$ cat src/rtl/countdown_timer.sv
// countdown_timer
//   Programmable down-counting timer peripheral. Software loads a start value,
//   the block counts toward zero and raises a sticky interrupt request on
//   expiry, held until acknowledged. One-shot and auto-reload modes, with an
//   optional prescaler that divides enabled clock cycles into count ticks.
//
// Parameters
//   WIDTH    : width of the count, load value and reload register
//   PRESCALE : enabled clk cycles per decrement (>= 1)
//
// Ports
//   clk         in   system clock, rising-edge
//   clr_n       in   asynchronous active-low reset
//   Enable      in   count enable; 0 freezes count and prescaler
//   load        in   one-cycle load strobe (wins over counting)
//   load_val    in   start/reload value, sampled with load
//   auto_reload in   sampled with load; 1 = periodic, 0 = one-shot
//   irq_ack     in   one-cycle acknowledge; clears irq and ovf
//   res         out  current count value (registered)
//   busy        out  1 while counting
//   irq         out  sticky expiry flag
//   ovf         out  sticky: expiry while irq was already pending
module countdown_timer #(
  parameter int WIDTH    = 32,
  parameter int PRESCALE = 1
) (
  input  logic             clk,
  input  logic             clr_n,
  input  logic             Enable,
  input  logic             load,
  input  logic [WIDTH-1:0] load_val,
  input  logic             auto_reload,
  input  logic             irq_ack,
  output logic [WIDTH-1:0] res,
  output logic             busy,
  output logic             irq,
  output logic             ovf
);

  localparam int PW = (PRESCALE > 1) ? $clog2(PRESCALE) : 1;
  localparam logic [PW-1:0]    PRESC_MAX = PW'(PRESCALE - 1);
  localparam logic [WIDTH-1:0] ONE       = WIDTH'(1);
  localparam logic [WIDTH-1:0] ZERO      = '0;

  typedef enum logic [1:0] {
    IDLE = 2'd0,
    RUN  = 2'd1,
    DONE = 2'd2
  } state_t;

  state_t           state_q, state_d;
  logic [WIDTH-1:0] res_q, res_d;
  logic [WIDTH-1:0] reload_q, reload_d;
  logic             mode_q, mode_d;
  logic [PW-1:0]    presc_q, presc_d;
  logic             irq_q, irq_d;
  logic             ovf_q, ovf_d;
  logic             expire;

  always_comb begin
    state_d  = state_q;
    res_d    = res_q;
    reload_d = reload_q;
    mode_d   = mode_q;
    presc_d  = presc_q;
    irq_d    = irq_q;
    ovf_d    = ovf_q;
    expire   = 1'b0;

    if (load) begin
      reload_d = load_val;
      mode_d   = auto_reload;
      res_d    = load_val;
      presc_d  = '0;
      state_d  = (load_val != ZERO) ? RUN : IDLE;
    end else if (state_q == RUN && Enable) begin
      if (presc_q == PRESC_MAX) begin
        presc_d = '0;
        // Expiry is detected at 1 so the count never wraps through zero.
        if (res_q > ONE) begin
          res_d = res_q - ONE;
        end else begin
          expire = 1'b1;
          if (mode_q) begin
            res_d = reload_q;
          end else begin
            res_d   = ZERO;
            state_d = DONE;
          end
        end
      end else begin
        presc_d = presc_q + PW'(1);
      end
    end

    // Acknowledge clears both flags; a same-cycle expiry then re-asserts irq
    // but is not counted as an overflow because the old request was consumed.
    if (irq_ack) begin
      irq_d = 1'b0;
      ovf_d = 1'b0;
    end
    if (expire) begin
      irq_d = 1'b1;
      if (irq_q && !irq_ack) begin
        ovf_d = 1'b1;
      end
    end
  end

  always_ff @(posedge clk or negedge clr_n) begin
    if (!clr_n) begin
      state_q  <= IDLE;
      res_q    <= '0;
      reload_q <= '0;
      mode_q   <= 1'b0;
      presc_q  <= '0;
      irq_q    <= 1'b0;
      ovf_q    <= 1'b0;
    end else begin
      state_q  <= state_d;
      res_q    <= res_d;
      reload_q <= reload_d;
      mode_q   <= mode_d;
      presc_q  <= presc_d;
      irq_q    <= irq_d;
      ovf_q    <= ovf_d;
    end
  end

  assign res  = res_q;
  assign busy = (state_q == RUN);
  assign irq  = irq_q;
  assign ovf  = ovf_q;

endmodule

$ cat config.mk
export PLATFORM = sky130hd
export DESIGN_NAME = countdown_timer
export DESIGN_NICKNAME = d
export VERILOG_FILES = /design/src/rtl/countdown_timer.sv
export SDC_FILE = /design/constraint.sdc
export NUM_CORES = 1
export LEC_CHECK = 0
export BUFFER_PORTS_ARGS = -buffer_cell sky130_fd_sc_hd__buf_2
export CAP_MARGIN = 20
export CORE_MARGIN = 2
export CORE_UTILIZATION = 30
export DETAILED_ROUTE_END_ITERATION = 12
export GPL_TIMING_DRIVEN = 0
export PLACE_DENSITY = 0.54
export SYNTH_ARGS = -nofsm -noshare
export SYNTH_HDL_FRONTEND = slang
export SYNTH_SLANG_ARGS = --single-unit
$ cat constraint.sdc
create_clock -name clk -period 2.55 [get_ports clk]
set_input_delay 0.51 -clock clk [delete_from_list [all_inputs] [get_ports clk]]
set_output_delay 0.51 -clock clk [all_outputs]
set_load 0.03 [all_outputs]
==> results.sh, run 1 <==
export IMPL_gp_congestion=0.881
export IMPL_cp_required_ps=2780
export IMPL_ioPinCount=73
export IMPL_dieArea_um2=13500
export IMPL_grt_pass1_wl_um=20100
export IMPL_yosysTopAreaCell="dfrtp_1"
export IMPL_n_antenna_cell=0
export IMPL_hp_class="in -> async"
export IMPL_ir_drop_v=0.000325
export IMPL_yosysSeqAreaShare=0.456
export IMPL_drc=0
export IMPL_ant_nets=0
export IMPL_syn_area_um2=3790
export IMPL_path_max_fanout=10
export IMPL_muxShareOfSynthArea=0.0938
export IMPL_finalHoldViolCount=0
export IMPL_ctsHoldBuffers=0
export IMPL_synth_top_family_by_area="simple AND/OR/NAND/NOR gates"
export IMPL_nFillCells=1277
export IMPL_drt_iter0_markers=291
export IMPL_powerDensity_nw_per_um2=682
export IMPL_clock_skew_ps=4.19
export IMPL_std_cell_rows=41
export IMPL_min_period_ps=2500
export IMPL_viasPerCell=5.55
export IMPL_finish_utilization=0.390
export IMPL_ys_warn_count=0
export IMPL_start_util=0.304
export IMPL_status="finished clean"
export IMPL_fin_nets=521
export IMPL_post_route_period_util=0.980
export IMPL_grt_usage=0.202
export IMPL_finalMaxSlewViolations=0
export IMPL_setup_violations=0
export IMPL_fmax_ghz=0.400
export IMPL_gr_total_overflow=0
export IMPL_fp_dieH_um=116
export IMPL_synthToLayoutAreaGrowth_pct=28.4
export IMPL_dpl_cell_area_um2=4370
export IMPL_cts_clk_slew_worst_paths_ps=60
export IMPL_synth_compound_area_frac=0.176
export IMPL_synth_area_leaders="dfrtp_1 (46%), mux2_2 (8.3%), nand2_1 (3.9%)"
export IMPL_synth_xor_area_share=0.00925
export IMPL_crit_chain="or4_4 > or2_4 > buf_6 > o31a_1 > buf_4 > nand2_4 > nor2_1 > a221o_1"
export IMPL_root_buffer="clkbuf_16"
export IMPL_tightest_slew_ps=904
export IMPL_start_kind="register"
export IMPL_ff2ff_setup_slack_ps=50
export IMPL_cts_buffers=9
export IMPL_die_w_um=116
export IMPL_dpl_hpwl_um=9300
export IMPL_first_pass_iters=5
export IMPL_cts_max_level=3
export IMPL_routed_wl_um=13200
export IMPL_port_buffers=72
export IMPL_clock_sinks=69
export IMPL_antenna_found_initial=0
export IMPL_vias=3649
export IMPL_path_class="reg -> reg"
export IMPL_fin_area_um2=4860
export IMPL_synth_cell_types=58
export IMPL_yosys_area_share_simple=0.219
export IMPL_synth_fp_nets=426
export IMPL_slowest_delay_ps=550
export IMPL_synthAdderAreaFrac=0.00661
export IMPL_async_reset_ff_frac=1.00
export IMPL_avgRoutedWirePerCell_um=20.0
export IMPL_postSynthAreaPerCell_um2=9.82
export IMPL_layout_drive_gt1_share=0.329
export IMPL_netlist_instances=386
export IMPL_clk_latency_ps=340
export IMPL_synth_edf_count=0
export IMPL_core_area_um2=12500
export IMPL_ys_ff_latch=69
export IMPL_leakage_nw=1.99
export IMPL_maxCapViolations=0
export IMPL_slew_headroom=0.398
export IMPL_grt_max_degree=70
export IMPL_grt_pass1_vias=3529
export IMPL_critPathArrivalTime_ps=2720
export IMPL_cts_path_max_buffers=2
export IMPL_slowest_stage="or4_4"
export IMPL_layout_commonest_cell="buf_2"
export IMPL_cts_tree="built"
export IMPL_final_cell_mix="buf_2 (73), dfrtp_1 (67), nand2_1 (38)"
export IMPL_yosysTopAreaCellShare=0.456
export IMPL_synth_main_ff_cell="dfrtp_1"
export IMPL_end_kind="register"
==> final cells by class <==
type / count / area, um2 / share of cell area
plain buffers: 20 / 114 / 0.0234
inverters: 11 / 41.3 / 0.00849
flip-flops and latches: 69 / 1730 / 0.356
multi-input cells: 285 / 1980 / 0.407
clock inverters: 4 / 45.0 / 0.00926
well taps: 172 / 215 / 0.0443
clock buffers: 12 / 267 / 0.0548
repair buffers: 85 / 473 / 0.0972
==> cells in the mapped netlist, types with 10 or more instances <==
cell      count
a22oi_1      11
o21ai_0      19
dfrtp_1      69
nor3_1       11
nand3_1      17
nand4_1      10
mux2_2       28
nor4_1       17
a21oi_1      13
inv_1        11
nand2_1      39
nor2_1       29
clkbuf_1     11
==> logic make-up after synthesis <==
group           Yosys count
compound gates           92
xor+xnor                  4
fa+ha+maj                 2
buf+inv                  32
flops                    69
mux                      32
simple gates            155
==> critical path: cells and delay by family (launching register included) <==
family          cells  cell delay [ps]
simple gates        4             1060
compound gates      2              600
flops               1              430
buf+inv             2              300
==> metal layers <==
layer / wire length, um / GRT usage / share of wire
met1: 5930 / 0.277 / 0.45
met2: 6070 / 0.314 / 0.46
met3: 881 / 0.0379 / 0.067
met4: 295 / 0.0833 / 0.022
met5: 0 / 0 / 0
==> worst paths after layout <==
| check | start | endpoint | cells after the start |
|---|---|---|---|
| hold / removal | clr_n | ovf | 1 |
| max in group asynchronous | clr_n | res[12] | 1 |
| hold reg to reg | reload_q[11] | res[11] | 2 |
| setup / recovery | res[14] | res[9] | 8 |
| min in group clk | irq_ack | ovf | 2 |
| setup reg to reg | res[14] | res[9] | 8 |
==> power by group <==
group / switching (mW) / internal (mW)
registers: 0.148 / 1.21
clock network: 0.480 / 0.832
logic: 0.403 / 0.241
==> flip-flops by register name, indices dropped and copies added (netlist names) <==
signal	cells
mode_q	1
res	32
irq	1
reload_q	32
state_q	2
ovf	1
==> per-stage QoR <==
step / hold slack (ps) / TNS [ps] / std cells / setup WS [ps] / power, mW
after floorplan: 214 / 0 / 386 / 121 / 1.73
after global placement: 446 / -975 / 630 / -108 / 1.97
after detailed placement: 451 / -1600 / 630 / -162 / 1.99
after CTS: 323 / 0 / 650 / 0.712 / 3.30
after global routing: 345 / -18.8 / 658 / -10.4 / 3.45
final: 285 / 0 / 658 / 51.7 / 3.31
==> repair_timing <==
action	CTS	global route
gates cloned	0	0
setup buffers	5	8
resized for setup	3	17
endpoints found under the setup margin	20	27
pin swaps	3	6
(Power assumes the default switching activity.)
==> run 2: changes to the inputs <==
Settings changed: RECOVER_POWER set to 50.
==> run 2 against run 1 <==
Effect of this change:
- the flow now finishes with violations (capacitance limit, slew limit)
- first-iteration DRC count fell by 5.2%
- clock power barely moved
- critical path type unchanged
- worst hold slack improved by 41 ps
- utilization fell by 0.16 points
- critical endpoint unchanged
- count of clock-buffer cells in the layout did not move
- highest routed layer unchanged
- worst setup slack improved by 1.9 ps
- via count rose by 0.14%
- critical path depth did not move
==> results.sh, run 2 (synthesis results as in run 1) <==
export IMPL_slowest_stage="or4_4"
export IMPL_ant_nets=0
export IMPL_viasPerCell=5.55
export IMPL_fin_nets=521
export IMPL_n_antenna_cell=0
export IMPL_leakage_nw=1.95
export IMPL_cts_tree="built"
export IMPL_dpl_cell_area_um2=4370
export IMPL_grt_pass1_wl_um=20100
export IMPL_post_route_period_util=0.979
export IMPL_fin_area_um2=4840
export IMPL_nFillCells=1280
export IMPL_ir_drop_v=0.000329
export IMPL_setup_violations=0
export IMPL_port_buffers=72
export IMPL_start_kind="register"
export IMPL_layout_commonest_cell="dfrtp_1"
export IMPL_violations="capacitance limit, slew limit"
export IMPL_multiInputGateArea_um2=1980
export IMPL_slowest_delay_ps=530
export IMPL_tightest_slew_ps=1770
export IMPL_status="complete, but fails checks"
export IMPL_cts_clk_slew_worst_paths_ps=60
export IMPL_drc=0
export IMPL_clock_skew_ps=4.14
export IMPL_holdCritStartpoint="irq_ack"
export IMPL_ff2ff_setup_slack_ps=50
export IMPL_die_w_um=116
export IMPL_r2r_start="res[12]"
export IMPL_routed_wl_um=13200
export IMPL_finalMaxSlewViolations=70
export IMPL_grt_usage=0.202
export IMPL_ioPinCount=73
export IMPL_cp_required_ps=2770
export IMPL_clk_latency_ps=340
export IMPL_antenna_found_initial=0
export IMPL_ctsHoldBuffers=0
export IMPL_grt_pass1_vias=3529
export IMPL_grt_max_degree=70
export IMPL_final_cell_mix="dfrtp_1 (67), buf_2 (59), nand2_1 (38)"
export IMPL_timing_rr_end="res[9]"
export IMPL_start_util=0.304
export IMPL_critPathArrivalTime_ps=2720
export IMPL_cts_max_level=3
export IMPL_avgRoutedWirePerCell_um=20.0
export IMPL_min_period_ps=2500
export IMPL_gp_congestion=0.881
export IMPL_cts_path_max_buffers=2
export IMPL_crit_chain="or4_4 > or2_4 > buf_6 > o31a_1 > buf_4 > nand2_4 > nor2_1 > a221o_1"
export IMPL_maxCapViolations=1
export IMPL_fp_dieH_um=116
export IMPL_cts_buffers=9
export IMPL_dpl_hpwl_um=9300
export IMPL_first_pass_iters=5
export IMPL_slew_headroom=-0.182
export IMPL_seqCellArea_um2=1730
export IMPL_fmax_ghz=0.401
export IMPL_core_area_um2=12500
export IMPL_clock_sinks=69
export IMPL_hp_class="in -> reg"
export IMPL_r2r_cells=8
export IMPL_critPathTopFamily="simple AND/OR/NAND/NOR gates"
export IMPL_whs_path_depth=2
export IMPL_std_cell_rows=41
export IMPL_synthToLayoutAreaGrowth_pct=27.8
export IMPL_path_class="reg -> reg"
export IMPL_power_mw=3.31
export IMPL_layout_drive_gt1_share=0.300
export IMPL_cp_num_buf_inv=2
export IMPL_whs_endpoint="ovf"
export IMPL_root_buffer="clkbuf_16"
export IMPL_dieArea_um2=13500
export IMPL_path_max_fanout=10
export IMPL_finalHoldViolCount=0
export IMPL_powerDensity_nw_per_um2=683
export IMPL_drt_iter0_markers=276
export IMPL_end_kind="register"
export IMPL_gr_total_overflow=0
export IMPL_vias=3654
## run 2: cell count changes in the layout (fill, tap and decap cells not counted)
cell      before  now
buf_2         73   59
buf_4         13   12
clkbuf_1       9   23
clkbuf_2       2    3
## run 2: repair_timing
action,in CTS,in global routing
cloned,0,0
pin swaps,3,6
gates resized for setup,3,17
buffers inserted,5,8
endpoints found under the setup margin,20,27
## run 2: worst max path at each step
stage,start,to,slack (ps),cells after the start
2_1_floorplan,res[14],res[9],120,8
3_3_place_gp,res[0],res[18],-110,8
3_5_place_dp,res[0],res[18],-160,8
4_1_cts,res[14],res[30],0.7,7
5_1_grt,res[12],res[11],-10,7
6_report,res[12],res[9],50,8
## run 2: power by group
part | switching (mW) | internal [mW]
Sequential | 0.148 | 1.21
Clock | 0.478 | 0.832
Combinational | 0.403 | 0.234
Total | 1.03 | 2.28
## run 2: layer usage
layer / GRT usage / share of wire / routed length, um
met1: 0.277 / 0.45 / 5860
met5: 0 / 0 / 0
met2: 0.314 / 0.46 / 6040
met3: 0.0379 / 0.070 / 924
met4: 0.0833 / 0.025 / 323
## run 2: through the flow
stage | std cells | hold slack (ps) | worst slack, ps | util | TNS, ps
after detailed placement | 630 | 451 | -162 | 0.350 | -1600
after CTS | 650 | 323 | 0.712 | 0.379 | 0
after global placement | 630 | 446 | -108 | 0.350 | -975
after floorplan | 386 | 214 | 121 | - | 0
final | 658 | 326 | 53.6 | 0.389 | 0
after global routing | 658 | 345 | -11.2 | 0.389 | -21.2
## run 2: layout make-up
class | instances | share of cell area
Tap cell | 172 | 0.0444
Clock inverter | 4 | 0.00930
Timing Repair Buffer | 85 | 0.0938
Sequential cell | 69 | 0.357
Clock buffer | 12 | 0.0550
Inverter | 11 | 0.00852
Buffer | 20 | 0.0232
Multi-Input combinational cell | 285 | 0.409
